**src/rtl/snake_pkg.sv**
```systemverilog
// Shared definitions for the snake game blocks: status codes, grid geometry and
// the renderer state encoding.
package snake_pkg;

  localparam logic [1:0] ST_EMPTY = 2'd0;
  localparam logic [1:0] ST_SNAKE = 2'd1;
  localparam logic [1:0] ST_FOOD  = 2'd2;
  localparam logic [1:0] ST_WALL  = 2'd3;

  localparam int GRID_X  = 160;
  localparam int GRID_Y  = 120;
  localparam int ADDR_XW = 8;
  localparam int ADDR_YW = 7;

  typedef enum logic [1:0] {
    S_IDLE  = 2'd0,
    S_SCAN  = 2'd1,
    S_FLUSH = 2'd2,
    S_FIN   = 2'd3
  } render_state_e;

endpackage

```
**src/rtl/board_renderer_raster_counter.sv**
```systemverilog
// Raster-order x/y address counter for the status RAM scan; x runs fastest and
// the whole counter wraps back to (0,0) after the last cell.
module raster_counter
  import snake_pkg::*;
#(
  parameter int X_CELLS = GRID_X,
  parameter int Y_CELLS = GRID_Y
) (
  input  logic               clk,
  input  logic               reset,
  input  logic               en_i,
  input  logic               clr_i,
  output logic [ADDR_XW-1:0] x_o,
  output logic [ADDR_YW-1:0] y_o,
  output logic               last_o
);

  localparam logic [ADDR_XW-1:0] X_LAST = ADDR_XW'(X_CELLS - 1);
  localparam logic [ADDR_YW-1:0] Y_LAST = ADDR_YW'(Y_CELLS - 1);

  logic [ADDR_XW-1:0] x_q, x_d;
  logic [ADDR_YW-1:0] y_q, y_d;

  always_comb begin
    x_d = x_q;
    y_d = y_q;
    if (clr_i) begin
      x_d = '0;
      y_d = '0;
    end else if (en_i) begin
      if (x_q == X_LAST) begin
        x_d = '0;
        y_d = (y_q == Y_LAST) ? '0 : y_q + ADDR_YW'(1);
      end else begin
        x_d = x_q + ADDR_XW'(1);
      end
    end
  end

  always_ff @(posedge clk or posedge reset) begin
    if (reset) begin
      x_q <= '0;
      y_q <= '0;
    end else begin
      x_q <= x_d;
      y_q <= y_d;
    end
  end

  assign x_o    = x_q;
  assign y_o    = y_q;
  assign last_o = (x_q == X_LAST) && (y_q == Y_LAST);

endmodule

```
**src/rtl/board_renderer.sv**
```systemverilog
// Scans the cell-status RAM in raster order and issues one VGA plot per cell.
//   state | meaning
//   IDLE  | waiting for go; read address parked at (0,0)
//   SCAN  | walking the RAM; hold stalls the walk for a cycle
//   FLUSH | final cell's plot presented
//   FIN   | done pulse, then back to IDLE
module board_renderer
  import snake_pkg::*;
#(
  parameter int         X_CELLS   = GRID_X,
  parameter int         Y_CELLS   = GRID_Y,
  parameter logic [2:0] COL_EMPTY = 3'b000,
  parameter logic [2:0] COL_SNAKE = 3'b010,
  parameter logic [2:0] COL_FOOD  = 3'b100,
  parameter logic [2:0] COL_WALL  = 3'b111
) (
  input  logic               clk,
  input  logic               reset,
  input  logic               go,
  input  logic               hold,
  output logic [ADDR_XW-1:0] rd_x,
  output logic [ADDR_YW-1:0] rd_y,
  input  logic [1:0]         status_in,
  output logic [ADDR_XW-1:0] x,
  output logic [ADDR_YW-1:0] y,
  output logic [2:0]         colour,
  output logic               plot,
  output logic               busy,
  output logic               done
);

  render_state_e      state_q, state_d;
  logic               valid_q, valid_d;
  logic [ADDR_XW-1:0] x_q, x_d;
  logic [ADDR_YW-1:0] y_q, y_d;
  logic               cnt_en, cnt_clr, cnt_last;

  raster_counter #(
    .X_CELLS(X_CELLS),
    .Y_CELLS(Y_CELLS)
  ) u_raster (
    .clk   (clk),
    .reset (reset),
    .en_i  (cnt_en),
    .clr_i (cnt_clr),
    .x_o   (rd_x),
    .y_o   (rd_y),
    .last_o(cnt_last)
  );

  always_comb begin
    state_d = state_q;
    valid_d = 1'b0;
    x_d     = x_q;
    y_d     = y_q;
    cnt_en  = 1'b0;
    cnt_clr = 1'b0;
    case (state_q)
      S_IDLE: begin
        cnt_clr = 1'b1;
        if (go) state_d = S_SCAN;
      end
      S_SCAN: begin
        // A held edge re-presents the same address, so the RAM re-reads it
        if (!hold) begin
          cnt_en  = 1'b1;
          valid_d = 1'b1;
          x_d     = rd_x;
          y_d     = rd_y;
          if (cnt_last) state_d = S_FLUSH;
        end
      end
      S_FLUSH: state_d = S_FIN;
      S_FIN:   state_d = S_IDLE;
      default: state_d = S_IDLE;
    endcase
  end

  always_ff @(posedge clk or posedge reset) begin
    if (reset) begin
      state_q <= S_IDLE;
      valid_q <= 1'b0;
      x_q     <= '0;
      y_q     <= '0;
    end else begin
      state_q <= state_d;
      valid_q <= valid_d;
      x_q     <= x_d;
      y_q     <= y_d;
    end
  end

  // Unregistered so the colour lines up with the RAM data that arrives with x/y/plot
  always_comb begin
    colour = COL_EMPTY;
    case (status_in)
      ST_EMPTY: colour = COL_EMPTY;
      ST_SNAKE: colour = COL_SNAKE;
      ST_FOOD:  colour = COL_FOOD;
      ST_WALL:  colour = COL_WALL;
      default:  colour = COL_EMPTY;
    endcase
  end

  assign x    = x_q;
  assign y    = y_q;
  assign plot = valid_q;
  assign busy = (state_q == S_SCAN) || (state_q == S_FLUSH);
  assign done = (state_q == S_FIN);

endmodule
```
**config.mk**
```make
export PLATFORM = sky130hd
export DESIGN_NAME = board_renderer
export DESIGN_NICKNAME = d
export VERILOG_FILES = /design/src/rtl/snake_pkg.sv /design/src/rtl/board_renderer_raster_counter.sv /design/src/rtl/board_renderer.sv
export SDC_FILE = /design/constraint.sdc
export NUM_CORES = 1
export LEC_CHECK = 0
export ABC_AREA = 1
export BUFFER_PORTS_ARGS = -buffer_cell sky130_fd_sc_hd__buf_2
export CORE_UTILIZATION = 48
export CTS_CLUSTER_DIAMETER = 150
export DETAILED_ROUTE_END_ITERATION = 10
export GPL_TIMING_DRIVEN = 0
export PLACE_DENSITY = 0.81
export SLEW_MARGIN = 20
export SYNTH_ARGS = -nofsm -noshare
export SYNTH_HDL_FRONTEND = slang
export SYNTH_SLANG_ARGS = --single-unit
```
**constraint.sdc**
```tcl
create_clock -name clk -period 4.4 [get_ports clk]
set_clock_uncertainty 0.05 [all_clocks]
set_input_delay 0.66 -clock clk [delete_from_list [all_inputs] [get_ports clk]]
set_output_delay 0.66 -clock clk [all_outputs]
set_load 0.02 [all_outputs]
```
==> impl_results.md <==
- Status: finished clean
- CP required: 3690 ps
- HPWL Detailed: around 2.5 mm
- Clock Sinks: 33
- Most common cell after layout, fill and taps aside: nand2_1
- Vias in the first global route: 1179
- Die Wd: 61.63 µm
- RSZ-0062 raised after global routing: no
- Core area: 0.003363 mm²
- Fin nets: 270
- Setup total negative slack: 0 ps
- Final Wtd Congestion: roughly 0.8
- Total track usage: 20.40%
- Wirelength per Cell: 11.60 µm
- Seq/Total Area, Yosys: 48.39%
- Yosys reg bits: 33
- Crit path kind: reg2out
- Pwr Total: 1.024 mW
- Final min period: 2032 ps
- Clk buf depth: 2
- WL final: 3.525 mm
- First-pass GRT wire length: 5.409 mm
- Pwr Density: a little over 500 mW/mm²
- Switching Share: roughly 44%
- Fill cell count: ~350
- # DRC: 0
- Slew Limit Fails: 0
- Synth Warn #: 0
- Starting Density: 50.74%
- Leakage: between 1 and 1.5 nW
- Antenna violation net count after detailed routing: 0
- Slew headroom: 55.11%
- Clock share of power: 16.5%
- Number of buffers created by CTS: 5
- Cell variety after synth: 25
- Maximum VDD drop: 0.3686 mV
- Total grt overflow: 0
- I/O pins: 42
- Setup crit end kind: output port
- Final setup fails: 0
- Root Buffer: clkbuf_4
- Via density per instance: about 5
- Area Overhead vs Synth: 18.62%
- Crit-path max FO: 4
- CP delay by family, top: flip-flops
- Comb pwr share: 44.3%
- CTS tree: done
- Final Util: approximately 60%
- Cell Area, Synth: 0.001707 mm²
- Worst setup SP type: flip-flop
- Die Y: between 60 and 70 µm
- Int Power: 0.5695 mW
- Metal3 WL: 242 µm
- Critical Path Slowest Stage Cell: dfrtp_1
- Worst-Margin Slew: 672.4 ps
- Htree depth: 2
- Crit-path cells: inv_1 > ha_1 > buf_2
- Buffers on Ports: 41
- Worst-Skew Late Latency: about 350 ps
- Cell count after synthesis: about 210
- Net Sw Power: approximately 0.45 mW
- Metal-1 WL: 1.614 mm
- Arrival @ worst endpoint: 1320 ps
- # rows: 21
- Sequential power share: 39.2%
- Hold Vio Cnt, Final: 0
- Setup Buffers After CTS: 0
- Highest Clock Rate: 0.4921 GHz
- Die area: 0.003798 mm²
- 1st-pass router iterations: 4
- Clk slew on worst S/H paths: 110 ps
- Avg Inst Size Synth: 8.166 µm²
- Vias: 1512
- Largest net degree at the start of global routing: 34
- CP bufs+invs: 2
- Routed wl met2: approximately 1.6 mm
- Initial antenna violation count: 0
- CTS Hold Buffers Added: 0
- # diodes: 0
- Initial DRC count: 144
- Post-Syn Nets: 222
- Commonest non-fill, non-tap cells in the layout: nand2_1, buf_2, dfrtp_1
- Largest stage delay, worst path: 410 ps
- Hold Path Class: in2async
- Layout cells sized above 1: 28.29%
- Maximum capacitance violations: 0
- Final period utilization: 46.19%
- Post-cts resize count: 0
- Highest Signal Layer: met4
-- path summary, 6_finish.rpt --
kind / startpoint / to / slack, ps / cells past startpoint
max: state_q[0] / busy / 2370 / 3
min in group clk: y[1] / y[1] / 440 / 2
max in group asynchronous: reset / u_raster.x_o[2] / 3520 / 2
max reg2reg: state_q[1] / y[5] / 2800 / 5
min reg2reg: y[1] / y[1] / 440 / 2
min: reset / x[4] / 340 / 2
-- cell type report --
class | count | area [µm²] | area share [%]
buffer | 7 | 42.54 | 2.101
clock buffer | 5 | 37.54 | 1.854
sequential | 33 | 825.8 | 40.79
inverter | 27 | 101.3 | 5.006
timing repair buffer | 41 | 205.2 | 10.14
clock inverter | 3 | 17.52 | 0.8653
tap | 46 | 57.56 | 2.843
multi-input combinational | 142 | 737.0 | 36.40
-- synthesized netlist by cell type --
master,n,area share [%]
ha_1,7,5.1
nand4_1,3,1.1
nand3_2,1,0.59
o21ai_0,18,5.3
or2_4,1,0.51
nor2_1,18,4.0
nand3_1,15,4.4
nand2_2,4,1.5
nand2_4,1,0.66
nand2_1,55,12
inv_1,24,5.3
buf_2,1,0.29
or2_2,1,0.37
buf_6,2,1.3
nor3_1,1,0.29
inv_2,3,0.66
nor2_4,1,0.66
clkbuf_1,4,0.88
o211ai_1,1,0.44
a21oi_1,2,0.59
o21ai_2,4,2.1
nor2_2,4,1.5
xor2_1,3,1.5
o21ai_1,2,0.59
dfrtp_1,33,48
-- metal layers --
layer,GRT usage (%),vias up
li1,-,753
met1,27.09,695
met2,30.41,57
met3,8.193,7
met4,6.667,0
met5,0,-
-- power groups by stage --
stage / Sequential [mW] / Clock [mW] / Combinational [mW]
5_1_grt: 0.411 / 0.187 / 0.509
3_5_place_dp: 0.408 / 0 / 0.458
3_3_place_gp: 0.408 / 0 / 0.451
4_1_cts: 0.402 / 0.171 / 0.460
6_report: 0.401 / 0.169 / 0.454
2_1_floorplan: 0.452 / 0 / 0.292
-- state kept, by name, summed over array words and instances, names as in the netlist --
register / count
u_raster.y_o: 7
u_raster.x_o: 8
state_q: 2
y: 7
x: 8
plot: 1
-- cells by family after synthesis --
group,synth area share [%]
fa+ha+maj,5.132
compound gates,8.944
simple gates,27.57
buf+inv,8.431
flops,48.39
xor+xnor,1.540
-- stage by stage --
stage / worst slack (ps) / cells / hold slack, ps / instance area, µm²
3_5_place_dp: 2690 / 296 / 417.3 / 1969
5_1_grt: 2262 / 304 / 384.9 / 2024
6_report: 2368 / 304 / 344.8 / 2024
2_1_floorplan: 2829 / 209 / 440.0 / 1707
3_3_place_gp: 2535 / 296 / 410.5 / 1969
4_1_cts: 2352 / 304 / 375.2 / 2024
(Power assumes the default switching activity.)
